--- config.mk ---
export PLATFORM = sky130hd
export DESIGN_NAME = ps2_host_tx
export DESIGN_NICKNAME = d
export VERILOG_FILES = /design/src/rtl/ps2_host_tx.sv
export SDC_FILE = /design/constraint.sdc
export NUM_CORES = 1
export LEC_CHECK = 0
export CAP_MARGIN = 25
export CORE_ASPECT_RATIO = 1.75
export CORE_MARGIN = 2
export CORE_UTILIZATION = 55
export CTS_CLUSTER_SIZE = 10
export DETAILED_ROUTE_END_ITERATION = 7
export PLACE_DENSITY = 0.82
export RECOVER_POWER = 50
export SYNTH_ARGS = -nofsm -noshare
export SYNTH_HDL_FRONTEND = slang
export SYNTH_SLANG_ARGS = --single-unit
--- constraint.sdc ---
create_clock -name clk -period 3.4 [get_ports clk]
set_clock_uncertainty 0.2 [all_clocks]
set_input_delay 0.68 -clock clk [delete_from_list [all_inputs] [get_ports clk]]
set_output_delay 0.68 -clock clk [all_outputs]
set_load 0.02 [all_outputs]
--- src/rtl/ps2_host_tx.sv ---
// PS/2 host-to-device command transmitter: inhibit, request-to-send, then device-clocked
// shifting of one byte with odd parity, stop bit and ack check; open-drain pull-low enables.
module ps2_host_tx #(
    parameter int CLK_HZ     = 100_000_000,
    parameter int INHIBIT_US = 100,
    parameter int TIMEOUT_US = 15000,
    parameter int FILTER     = 8
) (
    input  logic       clk,
    input  logic       rst,
    input  logic       k_clk,
    input  logic       k_data,
    input  logic [7:0] tx_data,
    input  logic       tx_valid,
    output logic       tx_ready,
    output logic       k_clk_oe,
    output logic       k_data_oe,
    output logic       busy,
    output logic       done,
    output logic       ack_err,
    output logic       timeout
);
    localparam int INHIBIT_CYC = CLK_HZ / 1_000_000 * INHIBIT_US;
    localparam int TIMEOUT_CYC = CLK_HZ / 1_000_000 * TIMEOUT_US;
    localparam int RTS_CYC     = 16;
    localparam int INH_W       = $clog2(INHIBIT_CYC + RTS_CYC) + 1;
    localparam int TO_W        = $clog2(TIMEOUT_CYC) + 1;
    localparam int FC_W        = $clog2(FILTER) + 1;

    typedef enum logic [2:0] {
        S_IDLE,
        S_INHIBIT,
        S_RTS,
        S_SEND,
        S_ACK,
        S_WAIT_IDLE
    } state_t;

    state_t            r_state;
    logic              r_clk_s1, r_clk_s2, r_dat_s1, r_dat_s2;
    logic              r_clk_filt;
    logic [FC_W-1:0]   r_fcnt;
    logic              r_fall;
    logic [7:0]        r_data;
    logic              r_par;
    logic [3:0]        r_bit;
    logic [INH_W-1:0]  r_cnt;
    logic [TO_W-1:0]   r_to_cnt;

    // Sync both lines; k_clk level only changes after FILTER consecutive differing samples.
    always_ff @(posedge clk or negedge rst) begin
        if (!rst) begin
            r_clk_s1   <= 1'b1;
            r_clk_s2   <= 1'b1;
            r_dat_s1   <= 1'b1;
            r_dat_s2   <= 1'b1;
            r_clk_filt <= 1'b1;
            r_fcnt     <= '0;
            r_fall     <= 1'b0;
        end else begin
            r_clk_s1 <= k_clk;
            r_clk_s2 <= r_clk_s1;
            r_dat_s1 <= k_data;
            r_dat_s2 <= r_dat_s1;
            r_fall   <= 1'b0;
            if (r_clk_s2 != r_clk_filt) begin
                if (r_fcnt == FC_W'(FILTER - 1)) begin
                    r_clk_filt <= r_clk_s2;
                    r_fcnt     <= '0;
                    r_fall     <= ~r_clk_s2;
                end else begin
                    r_fcnt <= r_fcnt + 1'b1;
                end
            end else begin
                r_fcnt <= '0;
            end
        end
    end

    always_ff @(posedge clk or negedge rst) begin
        if (!rst) begin
            r_state   <= S_IDLE;
            r_data    <= '0;
            r_par     <= 1'b0;
            r_bit     <= '0;
            r_cnt     <= '0;
            r_to_cnt  <= '0;
            k_clk_oe  <= 1'b0;
            k_data_oe <= 1'b0;
            tx_ready  <= 1'b1;
            busy      <= 1'b0;
            done      <= 1'b0;
            ack_err   <= 1'b0;
            timeout   <= 1'b0;
        end else begin
            done    <= 1'b0;
            ack_err <= 1'b0;
            timeout <= 1'b0;
            case (r_state)
                S_IDLE: begin
                    if (tx_valid && tx_ready) begin
                        r_data    <= tx_data;
                        r_par     <= ~^tx_data;
                        r_cnt     <= '0;
                        k_clk_oe  <= 1'b1;
                        k_data_oe <= 1'b0;
                        tx_ready  <= 1'b0;
                        busy      <= 1'b1;
                        r_state   <= S_INHIBIT;
                    end
                end
                S_INHIBIT: begin
                    if (r_cnt == INH_W'(INHIBIT_CYC - 1)) begin
                        r_cnt     <= '0;
                        k_data_oe <= 1'b1;
                        r_state   <= S_RTS;
                    end else begin
                        r_cnt <= r_cnt + 1'b1;
                    end
                end
                S_RTS: begin
                    if (r_cnt == INH_W'(RTS_CYC - 1)) begin
                        k_clk_oe <= 1'b0;
                        r_to_cnt <= '0;
                        r_bit    <= '0;
                        r_state  <= S_SEND;
                    end else begin
                        r_cnt <= r_cnt + 1'b1;
                    end
                end
                S_SEND, S_ACK, S_WAIT_IDLE: begin
                    if (r_to_cnt == TO_W'(TIMEOUT_CYC - 1)) begin
                        k_clk_oe  <= 1'b0;
                        k_data_oe <= 1'b0;
                        timeout   <= 1'b1;
                        tx_ready  <= 1'b1;
                        busy      <= 1'b0;
                        r_state   <= S_IDLE;
                    end else begin
                        r_to_cnt <= r_to_cnt + 1'b1;
                        if (r_state == S_SEND) begin
                            if (r_fall) begin
                                r_bit <= r_bit + 1'b1;
                                if (r_bit < 4'd8) begin
                                    k_data_oe <= ~r_data[r_bit[2:0]];
                                end else if (r_bit == 4'd8) begin
                                    k_data_oe <= ~r_par;
                                end else begin
                                    k_data_oe <= 1'b0;
                                    r_state   <= S_ACK;
                                end
                            end
                        end else if (r_state == S_ACK) begin
                            if (r_fall) begin
                                if (!r_dat_s2) begin
                                    r_state <= S_WAIT_IDLE;
                                end else begin
                                    ack_err  <= 1'b1;
                                    tx_ready <= 1'b1;
                                    busy     <= 1'b0;
                                    r_state  <= S_IDLE;
                                end
                            end
                        end else if (r_clk_filt && r_dat_s2) begin
                            done     <= 1'b1;
                            tx_ready <= 1'b1;
                            busy     <= 1'b0;
                            r_state  <= S_IDLE;
                        end
                    end
                end
                default: begin
                    k_clk_oe  <= 1'b0;
                    k_data_oe <= 1'b0;
                    tx_ready  <= 1'b1;
                    busy      <= 1'b0;
                    r_state   <= S_IDLE;
                end
            endcase
        end
    end
endmodule

# Word-level counts from Yosys, hierarchy flattened
# Cells that the tools add are included.
[totals]
reg_bits = 70
inputBits = 13
output_inout_bits = 7
[op_classes]
addsub = 4
order_cmp = 2
n_eq_ne = 29
muxes = 70
bitwise_logic = 6
reduce_logical = 17
[ops]
columns = ["cell", "n"]
rows = [
  ["15-bit 2-to-1 mux", 3],
  ["15-bit one-hot mux with 3 select lines", 1],
  ["22-bit 2-to-1 mux", 2],
  ["22-bit one-hot mux with 2 select lines", 1],
  ["1-bit 2-to-1 mux", 38],
  ["3-bit 2-to-1 mux", 12],
  ["4-bit 2-to-1 mux", 6],
  ["4-bit inequality test (second input constant)", 6],
  ["22-bit by 1-bit adder with 22-bit output (second input constant)", 1],
  ["22-bit by 21-bit == test with 1-bit output (second input constant)", 1],
  ["2-bit inequality test (second input constant)", 8],
  ["15-bit by 1-bit adder with 15-bit output (second input constant)", 1],
  ["15-bit by 14-bit == test with 1-bit output (second input constant)", 1],
  ["15-bit by 4-bit == test with 1-bit output (second input constant)", 1],
  ["3-bit one-hot mux with 4 select lines", 1],
  ["5-bit AND reduction", 2],
  ["3-bit inequality test (second input constant)", 3],
  ["4-bit by 1-bit adder with 4-bit output (second input constant)", 2],
  ["1-bit one-hot mux with 4 select lines", 2],
  ["4-bit one-hot mux with 2 select lines", 1],
  ["8-bit AND reduction", 1],
  ["8-bit XNOR reduction", 1],
  ["3-bit by 2-bit == test with 1-bit output (second input constant)", 2],
  ["3-bit == test (second input constant)", 2],
  ["other kinds (20)", 29],
]

# Longest topological paths before layout
# Gate-level depths: netlist of run 1.
[depth]
word_depth = 8
mapped_depth = 9
ltp_nobuf = 8

# Worst setup path after synthesis of run 1
# Ideal clock, no wire load.
[synth_path]
path_kind = "flip-flop to flip-flop"
startpoint = "register r_to_cnt[5]"
endpoint = "register r_state[0]"
t_arrival_ns = 2.219
t_required_ns = 3.075
slack_ns = 0.856
path_stages_with_launch = 7
path_buffers = 0
synth_period_minus_slack_ns = 2.544
path_cell_list = "dfrtp_1 or4b_1 or4_4 nor2_1 nor2_1 nor2_1 mux2_2"
[synth_via]
elab_chain_cells = 3
[synth_rtl]
columns = ["item", "line_no", "text"]
rows = [
  ["start, declared", "48", "logic [TO_W-1:0] r_to_cnt;"],
  ["start signal, assigned", "140", "r_to_cnt <= r_to_cnt + 1'b1;"],
  ["22-bit by 21-bit == test with 1-bit output *", "132", "if (r_to_cnt == TO_W'(TIMEOUT_CYC - 1)) begin"],
  ["5-bit inequality test (no source line), or another cell as far along", "--", ""],
  ["8-bit AND reduction (no source line) or 3-bit one-hot mux with 4 select lines (tied branches)", "--", ""],
  ["end signal, assigned", "126", "r_state <= S_SEND;"],
  ["end signal, assigned", "138", "r_state <= S_IDLE;"],
  ["end signal, assigned", "150", "r_state <= S_ACK;"],
  ["end, declared", "39", "state_t r_state;"],
]
# Every way passes the cells marked *; elsewhere a longest branch is shown, timed or not.
# A chain may end at the register's enable or synchronous reset.

# Worst setup path after layout of run 1
[layout_path]
startpoint = "register r_to_cnt[0]"
endpoint = "register r_to_cnt[20]"
[layout_via]
elab_chain_cells = 3
[layout_rtl]
columns = ["item", "line_no"]
rows = [
  ["22-bit by 1-bit adder with 22-bit output or 22-bit by 21-bit == test with 1-bit output (tied branches)", "140, 132"],
  ["22-bit 2-to-1 mux or 2-bit inequality test (tied branches)", "--"],
  ["22-bit one-hot mux with 2 select lines or 3-bit AND reduction (tied branches)", "--"],
]
# Several ways; a longest one is shown, not always the timed one. The select of a mux whose other input is x is not followed.

==> results of run 1 <==
[metrics by stage]
stage               instance area (sq um)  hold slack, ns  std cells  utilization
floorplan                            3800           0.145        409            -
global placement                     4100           0.146        505        0.606
detailed placement                   4100           0.147        505        0.606
finish                               4430           0.155        521        0.656
CTS                                  4430           0.155        521        0.656
global route                         4430           0.157        521        0.656
[layout make-up]
class                      instances  area [sq um]  area share
clock inverter                     7           113      0.0254
timing repair buffer              27           256      0.0579
multi-input combinational        311          1920       0.434
sequential                        70          1760       0.397
tap                               84           105      0.0237
inverter                          13          48.8      0.0110
clock buffer                       9           225      0.0508
[critical path, stage by stage, from the launching register on]
cell,delay [ns]
dfrtp_1,0.41
ha_1,0.25
nand4_1,0.20
nor4_1,0.09
a31o_2,0.35
a2111oi_0,0.90
a21oi_1,0.16
o21a_1,0.21
[cells by family (layout without fill, tap and decap cells)]
kind of cell    after synthesis  after routing
compound gates              100            100
xor+xnor                     18             18
fa+ha+maj                     5              5
buf+inv                      28             56
flops                        70             70
mux                          19             19
simple gates                169            169
[registers in the layout, indices dropped and copies added (netlist names), 3 cells and up]
signal,count
r_fcnt,4
r_data,8
r_state,3
r_to_cnt,22
r_cnt,15
r_bit,4
[Yosys cell counts (2+ instances only)]
| cell | instances | area (sq um) |
|---|---|---|
| dfrtp_1 | 64 | 1600 |
| nand2_1 | 41 | 154 |
| nor2_1 | 35 | 131 |
| a21oi_1 | 33 | 165 |
| o21ai_0 | 21 | 105 |
| nand3_1 | 19 | 95.1 |
| xnor2_1 | 18 | 158 |
| a31oi_1 | 16 | 100 |
| mux2_2 | 14 | 158 |
| inv_1 | 13 | 48.8 |
| clkbuf_1 | 12 | 45.0 |
| nand2b_1 | 11 | 68.8 |
| nor3_1 | 10 | 50.1 |
| or3_1 | 10 | 62.6 |
| a2111oi_0 | 6 | 52.6 |
| and3_1 | 6 | 37.5 |
| dfstp_2 | 6 | 158 |
| nand4_1 | 6 | 37.5 |
| and4_1 | 5 | 43.8 |
| ha_1 | 5 | 62.6 |
| mux2i_1 | 5 | 50.1 |
| nor2b_1 | 5 | 31.3 |
| nor4_1 | 5 | 31.3 |
| a211oi_1 | 3 | 22.5 |
| a41oi_1 | 3 | 26.3 |
| and2_1 | 3 | 18.8 |
| nor3b_1 | 3 | 22.5 |
| o21ai_1 | 3 | 15.0 |
| a2111o_1 | 2 | 22.5 |
| a22o_1 | 2 | 17.5 |
| a31o_2 | 2 | 17.5 |
| nand3b_1 | 2 | 15.0 |
| o21a_1 | 2 | 15.0 |
| or2_2 | 2 | 12.5 |
[power by group through the flow]
stage                     registers (W)  clock network (W)  logic [W]
after floorplan                 0.00127                  0   0.000919
after global placement          0.00134                  0    0.00117
after detailed placement        0.00136                  0    0.00121
after CTS                       0.00135            0.00109    0.00122
after global routing            0.00139            0.00112    0.00135
final                           0.00135            0.00106    0.00121
[worst paths after layout]
check / slack, ns / end / start / cells after the start
max: 0.52 / r_to_cnt[20] / r_to_cnt[0] / 7
min: 0.15 / r_dat_s2 / r_dat_s1 / 0
max reg2reg: 0.52 / r_to_cnt[20] / r_to_cnt[0] / 7
min reg2reg: 0.15 / r_dat_s2 / r_dat_s1 / 0
max in group asynchronous: 1.22 / r_cnt[2] / rst / 1
min in group asynchronous: 0.67 / r_to_cnt[15] / rst / 1
[routing by layer]
| layer | global-route usage | vias up | part of all wire |
|---|---|---|---|
| met3 | 0.0464 | 17 | 0.033 |
| met1 | 0.289 | 1568 | 0.39 |
| met2 | 0.453 | 56 | 0.55 |
| met5 | 0 | - | 0 |
| li1 | - | 1529 | - |
| met4 | 0.137 | 0 | 0.024 |
==> results.sh, run 1 <==
export IMPL_cts_root_buf="clkbuf_16"
export IMPL_antenna_cells=0
export IMPL_synth_nets=427
export IMPL_async_reset_ff_frac=1.00
export IMPL_post_route_min_period_ns=2.88
export IMPL_io_buffers=19
export IMPL_nFillCells=568
export IMPL_die_area_sq_um=7610
export IMPL_synth_compound_area_frac=0.165
export IMPL_crit_arrival_ns=2.92
export IMPL_fp_dieW_um=66.8
export IMPL_io_pins=20
export IMPL_synthSimpleGateAreaFrac=0.229
export IMPL_path_clk_slew_ns=0.06
export IMPL_hold_viol_final=0
export IMPL_initial_core_util=0.562
export IMPL_power_internal_w=0.00232
export IMPL_grt_setup_unrepaired="no"
export IMPL_final_cell_mix="dfrtp_1 (64), nand2_1 (41), nor2_1 (35)"
export IMPL_path_class="flip-flop to flip-flop"
export IMPL_yosysUniqueCellTypes=50
export IMPL_cts_buffers=9
export IMPL_synth_cells=409
export IMPL_place_gp_congestion=0.957
export IMPL_final_setup_tns_ns=0
export IMPL_cp_end_kind="flip-flop"
export IMPL_synth_seq_area_share=0.463
export IMPL_start_kind="flip-flop"
export IMPL_setup_slack_ns=0.518
export IMPL_setup_viol=0
export IMPL_synth_mux_area_frac=0.0547
export IMPL_swShare=0.360
export IMPL_wire_per_inst_um=16.6
export IMPL_synth_seq_cells=70
export IMPL_pwr_share_comb=0.333
export IMPL_cts_hold_buf=0
export IMPL_leakage_nw=1.79
export IMPL_fmax_ghz=0.347
export IMPL_final_common_cell="dfrtp_1"
export IMPL_grt_pass1_wl_mm=14.7
export IMPL_die_height_um=114
export IMPL_drive_gt1_frac=0.117
export IMPL_grt_max_degree=39
export IMPL_power_density_nw_per_um2=818
export IMPL_cts_htree_levels=3
export IMPL_synth_area_sq_um=3800
export IMPL_synth_flop_cell="dfrtp_1"
export IMPL_first_global_vias=3146
export IMPL_yosysWarnings=0
export IMPL_cts_resized=0
export IMPL_slew_viol_final=33
export IMPL_violations="capacitance limit, slew limit"
export IMPL_p_clk_frac=0.294
export IMPL_synth_top_family_by_area="simple AND/OR/NAND/NOR gates"
export IMPL_cts_sinks=70
export IMPL_dp_hpwl_mm=6.19
export IMPL_drtIter0Drc=188
export IMPL_avgSynthCellArea_sq_um=9.28
export IMPL_synth_edf_count=0
export IMPL_final_period_utilization=0.848
export IMPL_worstMarginPinSlew_ns=1.92
export IMPL_first_pass_iters=4
export IMPL_drcViolationCount=0
export IMPL_synthAdderAreaFrac=0.0165
export IMPL_cts_tree="yes"
export IMPL_cp_required_ns=3.44
export IMPL_routed_wl_mm=8.64
export IMPL_overflow=0
export IMPL_area_growth_pct=16.7
export IMPL_maxSlewHeadroom=-0.281
export IMPL_ant_nets=0
export IMPL_antenna_found_initial=0
export IMPL_vias=3170
export IMPL_post_cts_setup_buffers=0
export IMPL_synthXorXnorAreaFrac=0.0415
export IMPL_fin_nets=450
export IMPL_ir_worst_vdd_mv=0.662
export IMPL_power_switching_w=0.00131
export IMPL_core_area_sq_um=6760
export IMPL_clockBufferDepth=2
export IMPL_outcome="finished with violations"
export IMPL_p_seq_frac=0.373
export IMPL_finalPower_w=0.00362
export IMPL_rows=40
export IMPL_pre_cts_slack_ns=0.530
export IMPL_grt_usage=0.258
export IMPL_viasPerCell=6.08
export IMPL_hp_class="flip-flop to flip-flop"
export IMPL_critPathMaxFanout=13
export IMPL_insertion_delay_ns=0.34
export IMPL_drv_cap=1
(Power assumes the default switching activity.)
==> run 2, diff against run 1 <==
- clock period: 3.4 -> 3 ns (I/O delays scaled with it)
==> results.sh, run 2 (same netlist as run 1, synthesis figures left out) <==
export IMPL_outcome="finished with violations"
export IMPL_violations="capacitance limit, slew limit"
export IMPL_post_cts_setup_buffers=0
export IMPL_worstMarginPinSlew_ns=1.73
export IMPL_first_global_vias=3137
export IMPL_fmax_ghz=0.361
export IMPL_final_period_utilization=0.924
export IMPL_whs_path_depth=0
export IMPL_fin_util=0.651
export IMPL_overflow=0
export IMPL_routed_wl_mm=8.80
export IMPL_postLayoutCellArea_sq_um=4400
export IMPL_path_class="flip-flop to flip-flop"
export IMPL_antenna_found_initial=0
export IMPL_largest_register="r_to_cnt"
export IMPL_place_gp_congestion=0.969
export IMPL_pre_cts_slack_ns=0.244
export IMPL_final_setup_tns_ns=0
export IMPL_power_internal_w=0.00248
export IMPL_critPathMaxFanout=13
export IMPL_ir_worst_vdd_mv=0.654
export IMPL_insertion_delay_ns=0.33
export IMPL_grt_max_degree=71
export IMPL_setup_viol=0
export IMPL_start_kind="flip-flop"
export IMPL_drcViolationCount=0
export IMPL_hold_viol_final=0
export IMPL_ant_nets=0
export IMPL_dp_cells=510
export IMPL_maxSlewHeadroom=-0.154
export IMPL_cp_required_ns=3.02
export IMPL_cp_end_kind="flip-flop"
export IMPL_p_seq_frac=0.380
export IMPL_cts_tree="yes"
export IMPL_drv_cap=1
export IMPL_cts_buffers=9
export IMPL_swShare=0.369
export IMPL_hp_class="flip-flop to flip-flop"
export IMPL_slew_viol_final=71
export IMPL_power_density_nw_per_um2=895
export IMPL_multi_input_area_sq_um=1920
export IMPL_regArea_sq_um=1760
export IMPL_stdcell_count=526
export IMPL_reg_largest_list="r_to_cnt x22, r_cnt x15, r_data x8"
export IMPL_dp_hpwl_mm=6.29
export IMPL_viasPerCell=6.12
export IMPL_grt_usage=0.256
export IMPL_die_area_sq_um=7610
export IMPL_leakage_nw=1.78
export IMPL_path_clk_slew_ns=0.05
export IMPL_grt_pass1_wl_mm=14.6
export IMPL_rows=40
export IMPL_area_growth_pct=15.8
export IMPL_dpl_cell_area_sq_um=4130
export IMPL_fp_dieW_um=66.8
export IMPL_post_route_min_period_ns=2.77
export IMPL_initial_core_util=0.562
export IMPL_io_buffers=19
export IMPL_fin_nets=455
export IMPL_io_pins=20
export IMPL_cts_htree_levels=3
export IMPL_cts_sinks=70
export IMPL_power_switching_w=0.00145
export IMPL_antenna_cells=0
export IMPL_r2r_worst_path_cells=8
export IMPL_p_clk_frac=0.256
export IMPL_cts_resized=0
export IMPL_setup_slack_ns=0.228
export IMPL_drive_gt1_frac=0.122
export IMPL_first_pass_iters=4
export IMPL_vias=3219
export IMPL_clockBufferDepth=2
export IMPL_drtIter0Drc=257
export IMPL_crit_arrival_ns=2.79
export IMPL_final_cell_mix="dfrtp_1 (64), nand2_1 (41), nor2_1 (35)"
export IMPL_final_common_cell="dfrtp_1"
export IMPL_cts_hold_buf=0
export IMPL_nFillCells=557
export IMPL_die_height_um=114
export IMPL_largest_reg_flops=22
export IMPL_grt_setup_unrepaired="no"
export IMPL_wire_per_inst_um=16.7
export IMPL_pwr_share_comb=0.364
export IMPL_core_area_sq_um=6760
export IMPL_cts_root_buf="clkbuf_16"
[run 2: power by group through the flow]
| stage | clock network (W) | logic [W] | registers [W] |
|---|---|---|---|
| after CTS | 0.00103 | 0.00144 | 0.00149 |
| after global placement | 0 | 0.00140 | 0.00148 |
| after floorplan | 0 | 0.00104 | 0.00144 |
| final | 0.00101 | 0.00143 | 0.00149 |
| after detailed placement | 0 | 0.00143 | 0.00150 |
| after global routing | 0.00107 | 0.00160 | 0.00154 |
[run 2: area by class of cell]
cell class | count | area share
clock inverters | 3 | 0.00910
multi-input cells | 311 | 0.438
well taps | 84 | 0.0239
flip-flops and latches | 70 | 0.400
inverters | 13 | 0.0111
repair buffers | 32 | 0.0637
clock buffers | 13 | 0.0546
[run 2: final timing paths]
kind | startpoint | end | slack, ns
setup / recovery | r_to_cnt[0] | r_to_cnt[9] | 0.23
hold / removal | r_dat_s1 | r_dat_s2 | 0.15
setup reg to reg | r_to_cnt[0] | r_to_cnt[9] | 0.23
hold reg to reg | r_dat_s1 | r_dat_s2 | 0.15
max in group asynchronous | rst | r_par | 0.96
min in group asynchronous | rst | r_to_cnt[9] | 0.59
[run 2: metal layers]
layer  up-vias  track usage  part of all wire
met2        75        0.439              0.54
li1       1537            -                 -
met5         -            0                 0
met4         0        0.156             0.046
met1      1577        0.286              0.38
met3        30       0.0483             0.030
[run 2: worst max-delay path: stages (launching register included)]
cell and delay (ns):
dfrtp_1 0.41, ha_1 0.25, nand4_1 0.21, nor4_1 0.09, a31o_2 0.35, a2111oi_0 0.76
buf_4 0.23, xnor2_1 0.11, nor2_1 0.05
[run 2: stage by stage]
stage,power [W],hold WS (ns)
6_report,0.00393,0.153
5_1_grt,0.00421,0.162
4_1_cts,0.00396,0.0943
3_5_place_dp,0.00293,0.147
3_3_place_gp,0.00288,0.146
2_1_floorplan,0.00248,0.104
==> run 3, diff against run 2 <==
--- a/config.mk
+++ b/config.mk
@@ -8,8 +8,10 @@
 export CAP_MARGIN = 25
+export CELL_PAD_IN_SITES_DETAIL_PLACEMENT = 0
+export CELL_PAD_IN_SITES_GLOBAL_PLACEMENT = 1
 export CORE_ASPECT_RATIO = 1.75
 export CORE_MARGIN = 2
-export CORE_UTILIZATION = 55
+export CORE_UTILIZATION = 47
 export CTS_CLUSTER_SIZE = 10
 export DETAILED_ROUTE_END_ITERATION = 7
-export PLACE_DENSITY = 0.82
+export PLACE_DENSITY = 0.88
 export RECOVER_POWER = 50
--- a/constraint.sdc
+++ b/constraint.sdc
@@ -4,2 +4,2 @@
 set_output_delay 0.6 -clock clk [all_outputs]
-set_load 0.02 [all_outputs]
+set_load 0.05 [all_outputs]
==> results.sh, run 3 (same netlist as run 1, synthesis figures left out) <==
export IMPL_outcome="complete, no violations"
export IMPL_p_clk_frac=0.265
export IMPL_hold_viol_final=0
export IMPL_clockBufferDepth=2
export IMPL_multi_input_area_sq_um=1920
export IMPL_cts_sinks=70
export IMPL_area_growth_pct=17.0
export IMPL_path_clk_slew_ns=0.06
export IMPL_pwr_share_comb=0.366
export IMPL_final_cell_mix="dfrtp_1 (64), nand2_1 (41), nor2_1 (35)"
export IMPL_power_density_nw_per_um2=920
export IMPL_rows=43
export IMPL_final_setup_tns_ns=0
export IMPL_first_pass_iters=4
export IMPL_place_gp_congestion=0.915
export IMPL_hp_class="flip-flop to flip-flop"
export IMPL_cp_end_kind="flip-flop"
export IMPL_cp_required_ns=3.07
export IMPL_maxSlewHeadroom=0.0867
export IMPL_drv_cap=0
export IMPL_wire_per_inst_um=17.1
export IMPL_die_area_sq_um=8840
export IMPL_post_cts_setup_buffers=0
export IMPL_cts_root_buf="clkbuf_16"
export IMPL_cts_tree="yes"
export IMPL_p_seq_frac=0.369
export IMPL_grt_setup_unrepaired="no"
export IMPL_drtIter0Drc=258
export IMPL_postLayoutCellArea_sq_um=4440
export IMPL_antenna_found_initial=0
export IMPL_power_internal_w=0.00253
export IMPL_routed_wl_mm=9.12
export IMPL_io_pins=20
export IMPL_post_route_min_period_ns=2.76
export IMPL_stdcell_count=532
export IMPL_vias=3205
export IMPL_first_global_vias=3269
export IMPL_grt_pass1_wl_mm=15.5
export IMPL_overflow=0
export IMPL_cts_resized=0
export IMPL_io_buffers=19
export IMPL_fp_dieW_um=71.9
export IMPL_cts_hold_buf=0
export IMPL_cts_buffers=9
export IMPL_die_height_um=123
export IMPL_drcViolationCount=0
export IMPL_largest_reg_flops=22
export IMPL_grt_max_degree=47
export IMPL_dpl_cell_area_sq_um=4140
export IMPL_largest_register="r_to_cnt"
export IMPL_fmax_ghz=0.362
export IMPL_drive_gt1_frac=0.122
export IMPL_dp_hpwl_mm=6.42
export IMPL_nFillCells=739
export IMPL_slew_viol_final=0
export IMPL_cts_htree_levels=3
export IMPL_crit_arrival_ns=2.83
export IMPL_power_switching_w=0.00156
export IMPL_insertion_delay_ns=0.33
export IMPL_ir_worst_vdd_mv=0.645
export IMPL_path_class="flip-flop to flip-flop"
export IMPL_leakage_nw=1.79
export IMPL_grt_usage=0.227
export IMPL_worstMarginPinSlew_ns=1.37
export IMPL_antenna_cells=0
export IMPL_dp_cells=516
export IMPL_reg_largest_list="r_to_cnt x22, r_cnt x15, r_data x8"
export IMPL_setup_viol=0
export IMPL_critPathMaxFanout=6
export IMPL_ant_nets=0
export IMPL_fin_nets=455
export IMPL_swShare=0.381
export IMPL_final_common_cell="dfrtp_1"
export IMPL_start_kind="flip-flop"
export IMPL_core_area_sq_um=7910
export IMPL_regArea_sq_um=1760
export IMPL_initial_core_util=0.480
export IMPL_final_period_utilization=0.921
export IMPL_viasPerCell=6.02
## run 3: cell types whose count changed in the layout (fill, tap and decap cells not counted)
cell,delta
clkinv_2,-1
clkinvlp_4,+1
clkbuf_2,-1
buf_2,-1
clkdlybuf4s50_1,-1
dfstp_1,+1
dfstp_2,-1
buf_12,+1
clkbuf_8,+2
clkbuf_1,-1
dlygate4sd3_1,+1
## run 3: cell type report
type / count / area share
clock buffers: 13 / 0.0586
clock inverters: 3 / 0.00958
inverters: 13 / 0.0110
multi-input cells: 311 / 0.433
flip-flops and latches: 70 / 0.396
well taps: 90 / 0.0254
repair buffers: 32 / 0.0662
## run 3: worst paths after layout
kind / end / from / cells past startpoint / slack [ns]
hold reg to reg: r_dat_s2 / r_dat_s1 / 0 / 0.16
setup reg to reg: k_clk_oe / r_to_cnt[5] / 6 / 0.24
hold / removal: r_dat_s2 / r_dat_s1 / 0 / 0.16
min in group asynchronous: r_fcnt[0] / rst / 1 / 0.37
setup / recovery: k_clk_oe / r_to_cnt[5] / 6 / 0.24
max in group asynchronous: r_cnt[5] / rst / 2 / 1.34
## run 3: per-stage QoR
stage | hold WS, ns | worst slack [ns] | power (W) | utilization
floorplan | 0.104 | 0.456 | 0.00254 | -
detailed placement | 0.149 | 0.271 | 0.00302 | 0.523
global route | 0.168 | 0.0842 | 0.00435 | 0.562
global placement | 0.146 | 0.343 | 0.00296 | 0.523
CTS | 0.0738 | 0.264 | 0.00411 | 0.562
finish | 0.162 | 0.238 | 0.00409 | 0.562
## run 3: per-layer routing
layer  routed length, um  vias to the layer above  part of all wire  track usage
met2                4950                       68              0.54        0.406
met4                 353                        0             0.039        0.124
li1                    -                     1537                 -            -
met3                 252                       26             0.028       0.0310
met5                   0                        -                 0            0
met1                3570                     1574              0.39        0.255
## run 3: worst max-delay path: stages (launching register included)
cell and delay, ns:
dfrtp_1 0.42, or4b_1 0.52, or4_4 0.53, nor2_1 0.32, nor2_1 0.19, nor4_1 0.29, o32a_1 0.22
## run 3: power groups by stage
stage          clock network [W]  registers, W  logic, W
6_report                 0.00108       0.00151   0.00150
5_1_grt                  0.00113       0.00156   0.00166
4_1_cts                  0.00109       0.00151   0.00151
3_5_place_dp                   0       0.00152   0.00150
3_3_place_gp                   0       0.00151   0.00145
2_1_floorplan                  0       0.00149   0.00104
